File: src/rtl/picorv32_arb_pkg.sv
// Shared types and constants for the PicoRV32 two-master memory arbiter.
package picorv32_arb_pkg;

  typedef enum logic {
    IDLE = 1'b0,
    BUSY = 1'b1
  } arb_state_t;

  // Index of a bus master: 0 = CPU core, 1 = DMA/debug master.
  typedef logic owner_t;

  localparam logic [31:0] DEFAULT_ERR_RDATA = 32'hDEAD_BEEF;

endpackage

File: src/rtl/picorv32_arb_watchdog.sv
// Watchdog for a granted transfer: counts busy cycles without a slave
// response and flags the cycle in which the allowance runs out.
// TIMEOUT_CYCLES = 0 keeps expire permanently low.
module picorv32_arb_watchdog #(
  parameter int TIMEOUT_CYCLES = 1024
) (
  input  logic clk,
  input  logic resetn,
  input  logic clear,
  input  logic enable,
  output logic expire
);

  localparam int CW = (TIMEOUT_CYCLES > 0) ? $clog2(TIMEOUT_CYCLES + 1) : 1;
  localparam logic [CW-1:0] LAST = (TIMEOUT_CYCLES > 0) ? CW'(TIMEOUT_CYCLES - 1) : '0;

  logic [CW-1:0] count;

  // Saturating up-counter of stalled busy cycles, cleared while idle.
  always_ff @(posedge clk or negedge resetn) begin
    if (!resetn) begin
      count <= '0;
    end else if (clear) begin
      count <= '0;
    end else if (enable && (count != '1)) begin
      count <= count + CW'(1);
    end
  end

  assign expire = (TIMEOUT_CYCLES > 0) && enable && (count == LAST);

endmodule

File: src/rtl/picorv32_mem_arbiter.sv
// Round-robin arbiter sharing one PicoRV32 native-bus slave between m0
// (CPU core) and m1 (DMA/debug). A grant is held until the slave answers
// or the watchdog forces an error completion.
//
// state | meaning
// IDLE  | no owner; slave request low; arbitrate pending requests
// BUSY  | owner's request passed to slave; wait for ready or timeout
module picorv32_mem_arbiter
  import picorv32_arb_pkg::*;
#(
  parameter int          TIMEOUT_CYCLES = 1024,
  parameter logic [31:0] ERR_RDATA      = DEFAULT_ERR_RDATA
) (
  input  logic        clk,
  input  logic        resetn,

  input  logic        m0_mem_valid,
  input  logic        m0_mem_instr,
  input  logic [31:0] m0_mem_addr,
  input  logic [31:0] m0_mem_wdata,
  input  logic [3:0]  m0_mem_wstrb,
  output logic        m0_mem_ready,
  output logic [31:0] m0_mem_rdata,

  input  logic        m1_mem_valid,
  input  logic        m1_mem_instr,
  input  logic [31:0] m1_mem_addr,
  input  logic [31:0] m1_mem_wdata,
  input  logic [3:0]  m1_mem_wstrb,
  output logic        m1_mem_ready,
  output logic [31:0] m1_mem_rdata,

  output logic        s_mem_valid,
  output logic        s_mem_instr,
  output logic [31:0] s_mem_addr,
  output logic [31:0] s_mem_wdata,
  output logic [3:0]  s_mem_wstrb,
  input  logic        s_mem_ready,
  input  logic [31:0] s_mem_rdata,

  output logic        timeout_err,
  output logic        grant_owner
);

  arb_state_t  state_q, state_d;
  owner_t      owner_q, owner_d;
  owner_t      last_q, last_d;
  owner_t      pick;
  logic        wd_expire;
  logic        done;
  logic [31:0] done_rdata;

  picorv32_arb_watchdog #(
    .TIMEOUT_CYCLES(TIMEOUT_CYCLES)
  ) u_watchdog (
    .clk    (clk),
    .resetn (resetn),
    .clear  (state_q == IDLE),
    .enable ((state_q == BUSY) && !s_mem_ready),
    .expire (wd_expire)
  );

  // State, current owner and round-robin history registers.
  always_ff @(posedge clk or negedge resetn) begin
    if (!resetn) begin
      state_q <= IDLE;
      owner_q <= 1'b0;
      last_q  <= 1'b1;
    end else begin
      state_q <= state_d;
      owner_q <= owner_d;
      last_q  <= last_d;
    end
  end

  // Arbitration, owner muxing and completion (slave response beats timeout).
  always_comb begin
    state_d      = state_q;
    owner_d      = owner_q;
    last_d       = last_q;
    s_mem_valid  = 1'b0;
    s_mem_instr  = 1'b0;
    s_mem_addr   = '0;
    s_mem_wdata  = '0;
    s_mem_wstrb  = '0;
    m0_mem_ready = 1'b0;
    m0_mem_rdata = '0;
    m1_mem_ready = 1'b0;
    m1_mem_rdata = '0;
    timeout_err  = 1'b0;
    done         = 1'b0;
    done_rdata   = '0;
    pick         = (m0_mem_valid && m1_mem_valid) ? ~last_q : m1_mem_valid;

    case (state_q)
      IDLE: begin
        if (m0_mem_valid || m1_mem_valid) begin
          state_d = BUSY;
          owner_d = pick;
          last_d  = pick;
        end
      end
      BUSY: begin
        if (owner_q) begin
          s_mem_valid = m1_mem_valid;
          s_mem_instr = m1_mem_instr;
          s_mem_addr  = m1_mem_addr;
          s_mem_wdata = m1_mem_wdata;
          s_mem_wstrb = m1_mem_wstrb;
        end else begin
          s_mem_valid = m0_mem_valid;
          s_mem_instr = m0_mem_instr;
          s_mem_addr  = m0_mem_addr;
          s_mem_wdata = m0_mem_wdata;
          s_mem_wstrb = m0_mem_wstrb;
        end
        if (s_mem_ready) begin
          done       = 1'b1;
          done_rdata = s_mem_rdata;
        end else if (wd_expire) begin
          done        = 1'b1;
          done_rdata  = ERR_RDATA;
          s_mem_valid = 1'b0;
          timeout_err = 1'b1;
        end
        if (done) begin
          state_d = IDLE;
          if (owner_q) begin
            m1_mem_ready = 1'b1;
            m1_mem_rdata = done_rdata;
          end else begin
            m0_mem_ready = 1'b1;
            m0_mem_rdata = done_rdata;
          end
        end
      end
      default: state_d = IDLE;
    endcase
  end

  assign grant_owner = owner_q;

endmodule

File: config.mk
export PLATFORM = sky130hd
export DESIGN_NAME = picorv32_mem_arbiter
export DESIGN_NICKNAME = d
export VERILOG_FILES = /design/src/rtl/picorv32_arb_pkg.sv /design/src/rtl/picorv32_arb_watchdog.sv /design/src/rtl/picorv32_mem_arbiter.sv
export SDC_FILE = /design/constraint.sdc
export NUM_CORES = 1
export LEC_CHECK = 0
export BUFFER_PORTS_ARGS = -buffer_cell sky130_fd_sc_hd__buf_2
export CAP_MARGIN = 20
export CORE_AREA = 2 2 123 125
export DETAILED_ROUTE_END_ITERATION = 12
export DIE_AREA = 0 0 125 127
export HOLD_SLACK_MARGIN = 0.08
export PLACE_DENSITY_LB_ADDON = 0.2
export SYNTH_ARGS = -nofsm -noshare
export SYNTH_HDL_FRONTEND = slang
export SYNTH_SLANG_ARGS = --single-unit
File: constraint.sdc
create_clock -name clk -period 1.85 [get_ports clk]
set_clock_uncertainty 0.2 [all_clocks]
set_input_delay 0.2775 -clock clk [delete_from_list [all_inputs] [get_ports clk]]
set_output_delay 0.2775 -clock clk [all_outputs]
set_load 0.01 [all_outputs]
# Word-level counts from Yosys, hierarchy flattened
# Cells that the tools add are included.
op_classes:
  multipliers: 0
  div_mod_pow: 0
  magnitude_cmp: 0
  addsub: 1
  n_shift: 0
  bitwise: 2
  n_eq_ne: 3
  n_reduce_logical: 7
  muxes: 37
op_table:
  columns: ["operator", "count"]
  rows:
  - ["two-way mux 32 bit", 12]
  - ["two-way mux 11 bit", 2]
  - ["two-way mux 1 bit", 20]
  - ["adder 11 x 1 -> 11 bit (second input constant)", 1]
  - ["== test 11 x 10 -> 1 bit (second input constant)", 1]
  - ["inequality test 11 bit (second input constant)", 1]
  - ["two-way mux 4 bit", 2]
  - ["logical AND 1 bit", 4]
  - ["inequality test 2 x 1 -> 1 bit (second input constant)", 1]
  - ["inverter 1 bit", 2]
  - ["case mux 1 bit (2 select lines)", 1]
  - ["AND reduction 2 bit", 1]
  - ["zero test 1 bit", 1]
  - ["logical OR 1 bit", 1]
word_totals:
  ff_bits: 14
  output_inout_bits: 138
  romBits: 0
  ramBits: 0
  latch_bits: 0
  input_bits: 175
  wordCells: 54
  memories: 0

# Logic depth before layout (Yosys ltp)
# Gate-level depths: netlist (run 1).
depth:
  ltp_word: 8
  mapped_depth: 7
  mapped_depth_nobuf: 5

# By module
# Synthesis (run 1) repeated with hierarchy kept, for this count alone.
hier_totals:
  cells_unflattened: 353
  area_unflattened_um2: 2509.9
modules_own_cells:
  columns: ["mod", "seq_area_each_um2", "area_per_inst_um2", "instances", "cells_each"]
  rows:
  - ["picorv32_mem_arbiter", 76.3, 1854.3, 1, 286]
  - ["picorv32_arb_watchdog", 275.3, 655.6, 1, 67]

# Worst setup path after synthesis (run 1)
# OpenSTA, ideal clock, no wires.
synth_timing:
  kind: "flip-flop to output port"
  from: "reg u_watchdog.count[0]"
  to: "out timeout_err"
  stages_incl_launch_ff: 5
  n_path_buf: 0
  path_slack_ns: -0.264
  arrival_ns: 1.637
  t_required_ns: 1.372
  path_cell_list: "dfrtp_1 -> ha_1 -> nand2_4 -> or4_2 -> nor3_1"
synth_via:
  elab_chain_len: 5
synth_lines:
  columns: ["item", "line", "rtl"]
  rows:
  - ["from (decl)", "picorv32_arb_watchdog.sv:17", "logic [CW-1:0] count;"]
  - ["from (signal assigned)", "picorv32_arb_watchdog.sv:26", "count <= count + CW'(1);"]
  - ["== test 11 x 10 -> 1 bit", "picorv32_arb_watchdog.sv:30", "assign expire = (TIMEOUT_CYCLES > 0) && enable && (count == LAST);"]
  - ["logical AND 1 bit", "picorv32_arb_watchdog.sv:30", null]
  - ["two-way mux 1 bit", "picorv32_mem_arbiter.sv:120", "end else if (wd_expire) begin"]
  - ["two-way mux 1 bit", "picorv32_mem_arbiter.sv:117", "if (s_mem_ready) begin"]
  - ["two-way mux 1 bit", "picorv32_mem_arbiter.sv:95", "case (state_q)"]
  - ["to (decl)", "picorv32_mem_arbiter.sv:41", "output logic timeout_err,"]
# Every way passes these cells.

# Worst setup path in the final report (run 1)
layout_timing:
  from: "reg u_watchdog.count[1]"
  to: "out m1_mem_rdata[27]"
layout_via:
  elab_chain_len: 7
  word_cells_on_any_way: 10
  classes_between: "eq/ne (1); mux (8); reduce/logical (1)"
layout_lines:
  columns: ["item", "line", "rtl"]
  rows:
  - ["== test 11 x 10 -> 1 bit (*)", "picorv32_arb_watchdog.sv:30", null]
  - ["logical AND 1 bit (*)", "picorv32_arb_watchdog.sv:30", null]
  - ["two-way mux 32 bit or two-way mux 1 bit (tied branches)", "picorv32_mem_arbiter.sv:120", null]
  - ["two-way mux 32 bit or two-way mux 1 bit (tied branches)", "picorv32_mem_arbiter.sv:117", null]
  - ["two-way mux 32 bit or two-way mux 1 bit (tied branches)", "picorv32_mem_arbiter.sv:128, picorv32_mem_arbiter.sv:95", null]
  - ["two-way mux 32 bit (*)", "picorv32_mem_arbiter.sv:126", "if (done) begin"]
  - ["two-way mux 32 bit (*)", "picorv32_mem_arbiter.sv:95", null]
  - ["to (decl)", "picorv32_mem_arbiter.sv:31", "output logic [31:0] m1_mem_rdata,"]
# Mark *: on every way between the ends. The rest lies on a longest branch, timed or not. The select of a mux whose other input is x is not followed.

==> impl_metrics.tcl, run 1 <==
set metrics [dict create \
    status "complete, but fails checks" \
    violations "setup timing" \
    synthCells 343 \
    drcViolationCount 0 \
    whs_ps 117 \
    hpwl_um 10200 \
    die_x_um 125 \
    yosys_warnings 0 \
    core_area_um2 14400 \
    hp-start "m1_mem_valid" \
    endpoint_kind "primary output" \
    synth_top_area_cell "mux2i_1" \
    finalPower_mw 3.75 \
    p_per_area_nw_per_um2 680 \
    grt_pass1_wl_um 18900 \
    min_period_over_period 1.22 \
    tritoncts "built" \
    antenna_found_initial 0 \
    min_delay_path_depth 3 \
    grt_max_degree 41 \
    fin_ws_ps -406 \
    layout.nets 872 \
    critPathSlowestCell "dfrtp_1" \
    htreeDepth 1 \
    min_path_type "primary input to flip-flop" \
    start_kind "flip-flop" \
    arrival_ps 1780 \
    cts_root_buffer "clkbuf_16" \
    vias 3777 \
    r2r_slack_ps -170 \
    worst_path_largest_cell_delay_ps 390 \
    grt_use_total 0.147 \
    critical_path_class "flip-flop to primary output" \
    rsz0062_at_grt "yes" \
    ys_ff_latch 14 \
    seq_area_frac_synth 0.153 \
    cp.required_ps 1370 \
    setup_viol 138 \
    fin_crit_ps 2260 \
    r2r-start "u_watchdog.count[0]" \
    mappedNetlistNets 519 \
    grt_pass1_vias 3601 \
    post_drt_wl_per_cell_um 15.3 \
    numCtsBuffers 3 \
    fill_cells 1518 \
    placed_cell_area_um2 4450 \
    synth_area_um2 2300 \
    ios 313 \
    grt_overflow 0 \
    synthArstFlopShare 1.00 \
    crit_chain "ha_4, nand2_4, o41ai_4, buf_4, nand3_4, clkbuf_16, nor2_2, buf_2" \
    seqCellArea_um2 357 \
    die_y_um 127 \
    ir_worst_vdd_mv 0.319 \
    synthTopCellsByArea "mux2i_1 31%, nor2_1 26%, dfrtp_1 14%" \
    path_clk_slew_ps 50 \
    gp_congestion 0.850 \
    tightest_slew_ps 504 \
    drtIter0Drc 57 \
    antenna_left 0 \
    fmax_mhz 443 \
    dr.pass1.iters 4 \
    die-area_um2 15900 \
    multi_input_area_um2 2200 \
    synth_top_area_share 0.305 \
    dp_slack_ps -179 \
    antennaDiodeCount 0 \
    cp_top_family "buffers and inverters" \
    finalInstanceArea_um2 5520 \
    rows 44 \
    synth.avg_cell_area_um2 6.69 \
    synth-edff-count 0 \
    clock_path_buffers 2 \
    slew_headroom 0.663 \
    r2r_cells 8 \
    vias_per_cell 4.30 \
    whs_endpoint "last_q" \
    crit_fanout 12 \
    numPortBuffers 312 \
    clk_latency_ps 250 \
    cts.sinks 14 \
    synth_ff_type "dfrtp_1" \
    hold_viol_final 0 \
    power.leakage_nw 3.02 \
    synth_cell_types 36 \
    area_growth_pct 140 \
    postLayoutCoreUtil 0.382 \
    reg2reg_to "u_watchdog.count[9]" \
    initial_core_util 0.159 \
    drt-total-wl_um 13400 \
    drive_gt1_frac 0.688 \
    cap_violations 0 \
    worst-path-buf-inv 3 \
    maxSlewViolCount 0 \
]
-- worst register-to-register path, stage by stage (launching register included) --
cell	delay, ps
dfrtp_1	400
ha_4	180
nand2_4	90
buf_4	120
buf_6	90
o41ai_4	80
buf_4	170
or4_4	480
a21oi_2	140
-- per-layer routing --
layer	up-vias	global-route usage	part of all wire
met5	-	0	0
met4	0	0.0307	0.010
met3	6	0.0264	0.062
met2	179	0.295	0.56
met1	1741	0.161	0.36
li1	1851	-	-
-- worst max-delay path by stage --
| stage | startpoint | endpoint | slack (ps) | depth (start not counted) |
|---|---|---|---|---|
| 4_1_cts | u_watchdog.count[1] | m1_mem_rdata[9] | -400 | 8 |
| 3_5_place_dp | u_watchdog.count[4] | m0_mem_rdata[3] | -180 | 6 |
| 5_1_grt | u_watchdog.count[0] | m1_mem_rdata[27] | -500 | 8 |
| 2_1_floorplan | u_watchdog.count[6] | m1_mem_rdata[10] | -70 | 5 |
| 6_report | u_watchdog.count[1] | m1_mem_rdata[27] | -410 | 8 |
| 3_3_place_gp | u_watchdog.count[4] | m0_mem_rdata[0] | -140 | 6 |
-- logic make-up after synthesis --
| kind of cell | Yosys count | synth area share |
|---|---|---|
| AOI/OAI and AO/OA | 23 | 0.0763 |
| muxes | 70 | 0.305 |
| buffers and inverters | 32 | 0.0850 |
| and+or+nand+nor | 202 | 0.371 |
| DFF | 14 | 0.153 |
| adders and majority gates | 1 | 0.00545 |
| xor gates and xnor gates | 1 | 0.00382 |
-- report_power, final --
part / switching (mW) / total (mW) / internal (mW) / leakage [nW]
registers: 0.0534 / 0.400 / 0.346 / 0.183
clock network: 0.135 / 0.464 / 0.328 / 0.0442
logic: 1.36 / 2.89 / 1.53 / 2.80
-- cells in the mapped netlist (2+ instances only) --
cell	count
a21oi_1	10
buf_2	8
buf_6	6
clkbuf_1	11
clkbuf_8	2
dfrtp_1	13
inv_1	3
mux2i_1	70
nand2_1	15
nand2b_1	2
nand3_1	7
nor2_1	159
nor3_1	4
o21ai_0	6
o31ai_1	2
o41ai_4	2
or3_1	3
or4_1	2
-- flip-flops by register name, summed over array words and instances (netlist names) --
register / flops
grant_owner: 1
u_watchdog.count: 11
last_q: 1
state_q: 1
-- repair_timing --
| item | CTS | global route |
|---|---|---|
| gates cloned | 9 | 3 |
| buffers inserted | 9 | 16 |
| hold endpoints to repair | 14 | 0 |
| resized for setup | 51 | 90 |
| pin swaps | 5 | 26 |
| hold buffers | 1 | 0 |
| setup endpoints to repair | 129 | 146 |
-- cells in the final DEF (no fill, tap or decap), types with 3 or more instances in the layout --
master and n:
buf_2 280, nor2_1 98, mux2i_1 59, buf_6 42, nor2_2 31, nor2_4 31
buf_4 28, nand2_1 14, mux2i_2 11, dfrtp_1 11, buf_12 10, a21oi_1 7
nand3_1 7, clkbuf_16 6, buf_16 6, buf_8 5, a21oi_2 3, o21ai_1 3
or3_1 3
-- per-stage QoR --
step / TNS, ps / std cells
5_1_grt: -37280 / 879
3_3_place_gp: -5840 / 841
3_5_place_dp: -7490 / 841
6_report: -26850 / 879
2_1_floorplan: -2090 / 343
4_1_cts: -28530 / 864
-- layout make-up --
| class | instances | share of cell area |
|---|---|---|
| Timing Repair Buffer | 375 | 0.473 |
| Inverter | 5 | 0.00476 |
| Sequential cell | 14 | 0.0647 |
| Clock buffer | 4 | 0.0161 |
| Tap cell | 184 | 0.0417 |
| Multi-Input combinational cell | 297 | 0.400 |
No activity file was read; power rests on OpenSTA's default activity.
==> run 2: changes to the inputs <==
--- a/config.mk
+++ b/config.mk
@@ -13,4 +13,5 @@
 export HOLD_SLACK_MARGIN = 0.08
 export PLACE_DENSITY_LB_ADDON = 0.2
+export RECOVER_POWER = 25
 export SYNTH_ARGS = -nofsm -noshare
 export SYNTH_HDL_FRONTEND = slang
==> constraint.sdc (replaced) <==
create_clock -name clk -period 1.85 [get_ports clk]
set_clock_uncertainty 0.2 [all_clocks]
set_input_delay 0.37 -clock clk [delete_from_list [all_inputs] [get_ports clk]]
set_output_delay 0.37 -clock clk [all_outputs]
set_load 0.01 [all_outputs]
==> run 2 against run 1 <==
The run still ends with setup timing left; global-route usage up 0.30 points; critical path depth down 1; fmax down 4.5%; worst hold slack better by 90 ps; cell count up 1.0%; non-clock buffer count up 8; core utilization up 0.55 points; first-iteration DRC count up 81%; largest power group unchanged; highest routed layer is now met5.
==> impl_metrics.tcl, run 2 (synthesis results as in run 1) <==
set metrics [dict create \
    vias_per_cell 4.23 \
    ir_worst_vdd_mv 0.305 \
    critical_path_class "flip-flop to primary output" \
    maxSlewViolCount 0 \
    path_clk_slew_ps 50 \
    r2r_slack_ps -290 \
    numCtsBuffers 3 \
    clock_path_buffers 2 \
    cp.required_ps 1280 \
    critPathLaunch "u_watchdog.count[3]" \
    min_delay_path_depth 3 \
    post_drt_wl_per_cell_um 15.1 \
    finalInstanceArea_um2 5590 \
    grt_use_total 0.150 \
    min_path_type "primary input to flip-flop" \
    dr.pass1.iters 4 \
    critPathSlowestCell "dfrtp_1" \
    die-area_um2 15900 \
    wl_met2_um 7310 \
    cts_root_buffer "clkbuf_16" \
    slew_headroom 0.449 \
    cap_violations 0 \
    arrival_ps 1790 \
    largest_register_ffs 11 \
    min_period_over_period 1.28 \
    drcViolationCount 0 \
    endpoint "m0_mem_rdata[2]" \
    r2r_cells 9 \
    vias 3752 \
    die_y_um 127 \
    die_x_um 125 \
    numPortBuffers 312 \
    grt_pass1_vias 3603 \
    clk_latency_ps 250 \
    htreeDepth 1 \
    reg2reg_to "u_watchdog.count[0]" \
    antenna_left 0 \
    postLayoutCoreUtil 0.388 \
    grt_max_degree 37 \
    tightest_slew_ps 826 \
    grt_pass1_wl_um 19200 \
    fmax_mhz 423 \
    grt_overflow 0 \
    layout.nets 880 \
    gp_congestion 0.917 \
    antenna_found_initial 1 \
    drive_gt1_frac 0.694 \
    fin_ws_ps -512 \
    routed.top_layer "met5" \
    start_kind "flip-flop" \
    wl_met3_um 981 \
    top_register "u_watchdog.count" \
    p_per_area_nw_per_um2 653 \
    cts.sinks 14 \
    layout.cells.non_filler 888 \
    hold_viol_final 0 \
    most-common-layout-cells "281 x buf_2, 101 x nor2_1, 61 x mux2i_1" \
    crit_fanout 7 \
    fin_tns_setup_ps -37480 \
    ios 313 \
    final_common_cell "buf_2" \
    endpoint_kind "primary output" \
    dp.cells 852 \
    drt-total-wl_um 13400 \
    crit_chain "nand3_4, o41ai_4, buf_4, nand2b_4, clkbuf_16, nor2_4, buf_6" \
    fin_crit_ps 2360 \
    drtIter0Drc 103 \
    r2r-start "u_watchdog.count[1]" \
    hpwl_um 10900 \
    worst_path_largest_cell_delay_ps 390 \
    core_area_um2 14400 \
    tritoncts "built" \
    area_growth_pct 144 \
    initial_core_util 0.159 \
    rows 44 \
    violations "setup timing" \
    rsz0062_at_grt "yes" \
    status "complete, but fails checks" \
    placed_cell_area_um2 4550 \
    met1Wirelength_um 4990 \
    power.leakage_nw 3.08 \
    setup_viol 146 \
    dp_slack_ps -353 \
]
==> run 2: cell types whose count changed in the layout (fill, tap and decap cells not counted), sizes merged <==
cell,before,now
bufbuf,0,1
inv,3,4
clkbuf,7,9
diode,0,1
buf,371,376
clkinv,2,1
==> run 2: through the flow <==
step           power [mW]  hold WS, ps
3_5_place_dp         2.52         99.5
6_report             3.65          206
2_1_floorplan        1.63         -126
3_3_place_gp         2.50          103
4_1_cts              3.50          205
5_1_grt              3.88          246
==> run 2: report_power, final <==
part	total, mW	switching, mW	internal, mW
clock	0.464	0.136	0.328
sequential	0.385	0.0397	0.345
combinational	2.80	1.31	1.50
==> run 2: area by class of cell <==
class	instances	area [um2]
multi-input combinational	297	2230
antenna	1	2.50
sequential	14	355
tap	184	230
fill	1484	8830
clock buffer	4	88.8
timing repair buffer	383	2660
inverter	5	26.3
==> run 2: critical path, delay by kind of cell (launching register included) <==
family | cells | cell delay (ps)
AO/OA/AOI/OAI | 1 | 370
AND/OR/NAND/NOR | 3 | 290
buffers and inverters | 3 | 490
flip-flops | 1 | 390
==> run 2: how the worst min path moves through the flow <==
stage / from / to / slack [ps]
3_5_place_dp: resetn / u_watchdog.count[1] / 100
4_1_cts: m1_mem_valid / last_q / 200
3_3_place_gp: resetn / u_watchdog.count[0] / 100
2_1_floorplan: resetn / grant_owner / -130
6_report: m1_mem_valid / last_q / 210
5_1_grt: m1_mem_valid / last_q / 250
==> run 2: timing repair <==
action	CTS	global route
hold buffers	1	0
resized for setup	80	53
setup buffers	16	10
setup endpoints to repair	143	146
pin swaps	10	18
hold endpoints to repair	13	0
gates cloned	4	3
==> run 2: per-layer routing <==
metal | global-route usage | vias to the layer above
met2 | 0.293 | 175
met3 | 0.0352 | 8
met4 | 0.0222 | 2
met5 | 0 | -
li1 | - | 1859
met1 | 0.170 | 1708
